`src/rtl/cpu_pkg.sv`:
```
// Shared CPU datapath constants and the memory-controller state encoding.
package cpu_pkg;

    localparam int DATA_WIDTH = 32;
    localparam int ADDR_WIDTH = 9;
    // Wide enough for the full legal wait-state range (0..15).
    localparam int CNT_WIDTH  = 4;

    typedef enum logic [1:0] {
        IDLE    = 2'd0,
        RD_WAIT = 2'd1,
        WR_WAIT = 2'd2,
        DONE    = 2'd3
    } mem_state_t;

endpackage

```
`src/rtl/memory_interface.sv`:
```
// Memory-side controller between the CPU control unit and synchronous RAM.
// Converts a one-cycle read/write request into a strobed access held for
// WAIT_STATES+1 cycles, followed by a one-cycle completion pulse.
module memory_interface
    import cpu_pkg::*;
#(
    parameter int DATA_WIDTH  = cpu_pkg::DATA_WIDTH,
    parameter int ADDR_WIDTH  = cpu_pkg::ADDR_WIDTH,
    parameter int WAIT_STATES = 2
) (
    input  logic                  clk,
    input  logic                  clr_n,
    input  logic                  read_req,
    input  logic                  write_req,
    input  logic [ADDR_WIDTH-1:0] mar_addr,
    input  logic [DATA_WIDTH-1:0] mdr_data,
    output logic [DATA_WIDTH-1:0] Mdatain,
    output logic                  busy,
    output logic                  mem_done,
    output logic                  req_err,
    output logic [ADDR_WIDTH-1:0] mem_addr,
    output logic [DATA_WIDTH-1:0] mem_wdata,
    output logic                  mem_re,
    output logic                  mem_we,
    input  logic [DATA_WIDTH-1:0] mem_rdata
);

    localparam logic [CNT_WIDTH-1:0] CNT_LOAD = CNT_WIDTH'(WAIT_STATES);

    mem_state_t            state_q, state_d;
    logic [CNT_WIDTH-1:0]  cnt_q, cnt_d;
    logic [ADDR_WIDTH-1:0] addr_q, addr_d;
    logic [DATA_WIDTH-1:0] wdata_q, wdata_d;
    logic [DATA_WIDTH-1:0] mdat_q, mdat_d;
    logic                  err_q, err_d;
    logic                  re_q, re_d;
    logic                  we_q, we_d;
    logic                  busy_q, busy_d;
    logic                  done_q, done_d;

    // Next-state, latch and wait-counter logic; outputs decoded from next state
    // so strobes come straight from flops with no path from the request pins.
    always_comb begin
        state_d = state_q;
        cnt_d   = cnt_q;
        addr_d  = addr_q;
        wdata_d = wdata_q;
        mdat_d  = mdat_q;
        err_d   = 1'b0;
        unique case (state_q)
            IDLE: begin
                if (read_req) begin
                    // Read wins a collision; the write is dropped and flagged.
                    addr_d  = mar_addr;
                    cnt_d   = CNT_LOAD;
                    state_d = RD_WAIT;
                    err_d   = write_req;
                end else if (write_req) begin
                    addr_d  = mar_addr;
                    wdata_d = mdr_data;
                    cnt_d   = CNT_LOAD;
                    state_d = WR_WAIT;
                end
            end
            RD_WAIT: begin
                if (cnt_q == '0) begin
                    // RAM data is valid while the read strobe is up.
                    mdat_d  = mem_rdata;
                    state_d = DONE;
                end else begin
                    cnt_d = cnt_q - 1'b1;
                end
            end
            WR_WAIT: begin
                if (cnt_q == '0) begin
                    state_d = DONE;
                end else begin
                    cnt_d = cnt_q - 1'b1;
                end
            end
            DONE: state_d = IDLE;
            default: state_d = IDLE;
        endcase
        re_d   = (state_d == RD_WAIT);
        we_d   = (state_d == WR_WAIT);
        busy_d = re_d | we_d;
        done_d = (state_d == DONE);
    end

    // State and registered outputs; async reset abandons any access in flight.
    always_ff @(posedge clk or negedge clr_n) begin
        if (!clr_n) begin
            state_q <= IDLE;
            cnt_q   <= '0;
            addr_q  <= '0;
            wdata_q <= '0;
            mdat_q  <= '0;
            err_q   <= 1'b0;
            re_q    <= 1'b0;
            we_q    <= 1'b0;
            busy_q  <= 1'b0;
            done_q  <= 1'b0;
        end else begin
            state_q <= state_d;
            cnt_q   <= cnt_d;
            addr_q  <= addr_d;
            wdata_q <= wdata_d;
            mdat_q  <= mdat_d;
            err_q   <= err_d;
            re_q    <= re_d;
            we_q    <= we_d;
            busy_q  <= busy_d;
            done_q  <= done_d;
        end
    end

    assign Mdatain   = mdat_q;
    assign busy      = busy_q;
    assign mem_done  = done_q;
    assign req_err   = err_q;
    assign mem_addr  = addr_q;
    assign mem_wdata = wdata_q;
    assign mem_re    = re_q;
    assign mem_we    = we_q;

endmodule

```
`config.mk`:
```
export PLATFORM = sky130hd
export DESIGN_NAME = memory_interface
export DESIGN_NICKNAME = d
export VERILOG_FILES = /design/src/rtl/cpu_pkg.sv /design/src/rtl/memory_interface.sv
export SDC_FILE = /design/constraint.sdc
export NUM_CORES = 1
export LEC_CHECK = 0
export ABC_AREA = 1
export CORE_MARGIN = 4
export CORE_UTILIZATION = 45
export CTS_CLUSTER_SIZE = 40
export DETAILED_ROUTE_END_ITERATION = 12
export PLACE_DENSITY = 0.87
export SLEW_MARGIN = 20
export SYNTH_ARGS = -nofsm -noshare
export SYNTH_HDL_FRONTEND = slang
export SYNTH_SLANG_ARGS = --single-unit
```
`constraint.sdc`:
```
create_clock -name clk -period 2.3 [get_ports clk]
set_input_delay 0.46 -clock clk [delete_from_list [all_inputs] [get_ports clk]]
set_output_delay 0.46 -clock clk [all_outputs]
set_load 0.05 [all_outputs]
```
==> impl_metrics.env <==
export IMPL_worst_slack_ns=0.3059
export IMPL_holdBufCountCts=0
export IMPL_worst_path_buf_inv=1
export IMPL_die_w_um=95.46
export IMPL_start_kind="flop"
export IMPL_irDropWorstVdd_mv=0.9104
export IMPL_tightestPinTransition_ns=0.6220
export IMPL_synth_edf_count=0
export IMPL_synth_top_cell_area_share_pct=61.07
export IMPL_syn_to_final_growth_pct=52.96
export IMPL_yosysTopAreaCell="dfrtp_1"
export IMPL_cts_buffers=9
export IMPL_slowest_stage="clkdlybuf4s50_1"
export IMPL_rows=31
export IMPL_hp_class="in -> async"
export IMPL_ys_types=21
export IMPL_drive_gt1_share_pct=5.028
export IMPL_synth_area_leaders="dfrtp_1 61%, nand2_1 13%, o21ai_0 7.1%, inv_1 5.8%, nand3_1 5.4%"
export IMPL_syn_area_per_cell_um2=9.058
export IMPL_dpl_worst_slack_ns=0.3414
export IMPL_path_max_fanout=2
export IMPL_clock_latency_ns=0.34
export IMPL_min_period_ns=1.994
export IMPL_final_nets=617
export IMPL_setup_worst_path_class="reg -> out"
export IMPL_maxSlewHeadroom_pct=58.53
export IMPL_yosysSeqAreaShare_pct=61.07
export IMPL_fin_crit_sh_pct=86.70
export IMPL_status="finished clean"
export IMPL_met2_length_um=3870
export IMPL_antenna_left=0
export IMPL_syn_inst=380
export IMPL_numClockSinks=84
export IMPL_pin_count=155
export IMPL_path_cells="clkdlybuf4s50_1"
export IMPL_power_density_nw_per_um2=1687
export IMPL_totalWireLength_um=8505
export IMPL_dr_wl_met3_um=877
export IMPL_grt_max_degree=65
export IMPL_drc_errors=0
export IMPL_syn_nets=465
export IMPL_initialDrtViolationCount=102
export IMPL_cp_top_family="buffers and inverters"
export IMPL_fin_setup_tns_ns=0
export IMPL_cpPeakStageDelay_ns=0.82
export IMPL_clkTransAtPathRegs_ns=0.08
export IMPL_cts_tree="built"
export IMPL_setup_viol_count_final=0
export IMPL_drv_slew=0
export IMPL_cts_resized=0
export IMPL_antenna_cells=0
export IMPL_finalHoldViolCount=0
export IMPL_io_buffers=154
export IMPL_cts_setup_buffers=0
export IMPL_m1WireLength_um=3623
export IMPL_path_depth=1
export IMPL_fin_skew_ns=0.01331
export IMPL_antenna_found_initial=0
export IMPL_top_layer="met4"
export IMPL_syn_area_um2=3442
export IMPL_die_area_um2=9113
export IMPL_fp_coreArea_um2=7331
export IMPL_root_buffer="clkbuf_8"
export IMPL_power_total_w=0.008882
export IMPL_place_hpwl_um=6244
export IMPL_yosys_top_cells_count="120 x nand2_1, 84 x dfrtp_1, 53 x inv_1"
export IMPL_worstSetupEndpointType="output pin"
export IMPL_first_pass_iters=4
export IMPL_synthArstFlopShare_pct=100.0
export IMPL_wl_per_cell_um=13.37
export IMPL_maxCapViolCount=0
export IMPL_ys_flop_type="dfrtp_1"
export IMPL_required_ns=1.84
export IMPL_p_leak_nw=2.596
export IMPL_ctsHtreeMaxLevel=3
export IMPL_grt_usage_pct=19.00
export IMPL_reg2reg_depth=8
export IMPL_clock_path_buffers=2
export IMPL_synth_warnings=0
export IMPL_arrival_ns=1.53
export IMPL_start_util_pct=46.95
export IMPL_avgViaCountPerCell=4.712
export IMPL_place_gp_congestion=0.7846
export IMPL_num_vias=2997
export IMPL_overflow=0
export IMPL_rsz0062_at_grt="no"
export IMPL_die_h_um=95.46
export IMPL_grt_pass1_wl_um=13520
export IMPL_fmax_mhz=501.5
export IMPL_first_global_vias=2990
export IMPL_synth_most_common_cell="nand2_1"
export IMPL_ys_ff_latch=84
[worst paths after layout]
check | start | endpoint | slack (ns)
worst max-delay path | Mdatain[2]$_DFFE_PN0P_ | Mdatain[2] | 0.31
worst min-delay path | clr_n | mem_addr[3]$_DFFE_PN0P_ | 0.07
worst max register to register | state_q[0]$_DFF_PN0_ | busy$_DFF_PN0_ | 0.56
worst min register to register | mem_wdata[19]$_DFFE_PN0P_ | mem_wdata[19]$_DFFE_PN0P_ | 0.47
max in group asynchronous | clr_n | mem_wdata[4]$_DFFE_PN0P_ | 1.61
min in group clk | mem_wdata[19]$_DFFE_PN0P_ | mem_wdata[19]$_DFFE_PN0P_ | 0.47
[stage by stage]
| stage | hold WS (ns) | std cells | utilization, % | cell area, um2 |
|---|---|---|---|---|
| 3_3_place_gp | 0.4524 | 620 | 69.09 | 5065 |
| 6_report | 0.07487 | 636 | 71.82 | 5265 |
| 3_5_place_dp | 0.4584 | 620 | 69.09 | 5065 |
| 2_1_floorplan | 0.1644 | 380 | - | 3442 |
| 5_1_grt | 0.09688 | 636 | 71.82 | 5265 |
| 4_1_cts | 0.08061 | 636 | 71.82 | 5265 |
[state kept, by name, summed over array words and instances, names as in the netlist]
signal and cells:
mem_done 1, req_err 1, mem_wdata 32, mem_re 1, cnt_q 4, busy 1, mem_addr 9, mem_we 1
Mdatain 32, state_q 2
[layout by cell type, fill, tap and decap left out]
cell type,netlist,final
a21oi_1,1,1
nand3_2,1,1
dfrtp_1,84,84
inv_1,53,53
o21ai_1,1,1
nand2_2,1,1
bufinv_16,0,1
buf_4,0,4
ha_1,8,8
nor3_1,1,1
clkdlybuf4s50_1,0,153
nand2_1,120,120
inv_6,0,1
nor2_1,2,2
nor2_2,1,1
xor2_1,1,1
inv_2,1,1
buf_12,0,1
nand3_1,37,37
nor2_4,1,1
clkinvlp_4,0,5
o21ai_0,49,49
clkbuf_8,0,9
o21ai_2,1,1
[final cells by class]
class,count,area (um2)
Fill cell,529,2066
Sequential cell,84,2102
Tap cell,99,123.9
Clock inverter,7,76.32
Timing Repair Buffer,158,1582
Multi-Input combinational cell,225,1055
Inverter,54,202.7
Clock buffer,9,123.9
[where the power goes]
part           internal, W  switching [W]
registers          0.00220       0.000396
logic              0.00166        0.00359
clock network     0.000504       0.000523
total              0.00437        0.00451
[cell families after synthesis]
family,count (synthesis),share of synthesized area (%)
simple gates,164,19.81
compound gates,52,7.670
buf+inv,71,8.288
xor+xnor,1,0.2545
flops,84,61.07
fa+ha+maj,8,2.908
[per-layer routing]
layer  vias up  GRT usage (%)
met3        15          6.156
met1      1369          23.85
met4         0          6.991
li1       1480              -
met5         -              0
met2       133          30.79
Note: power is estimated with default switching activity, not from simulation.
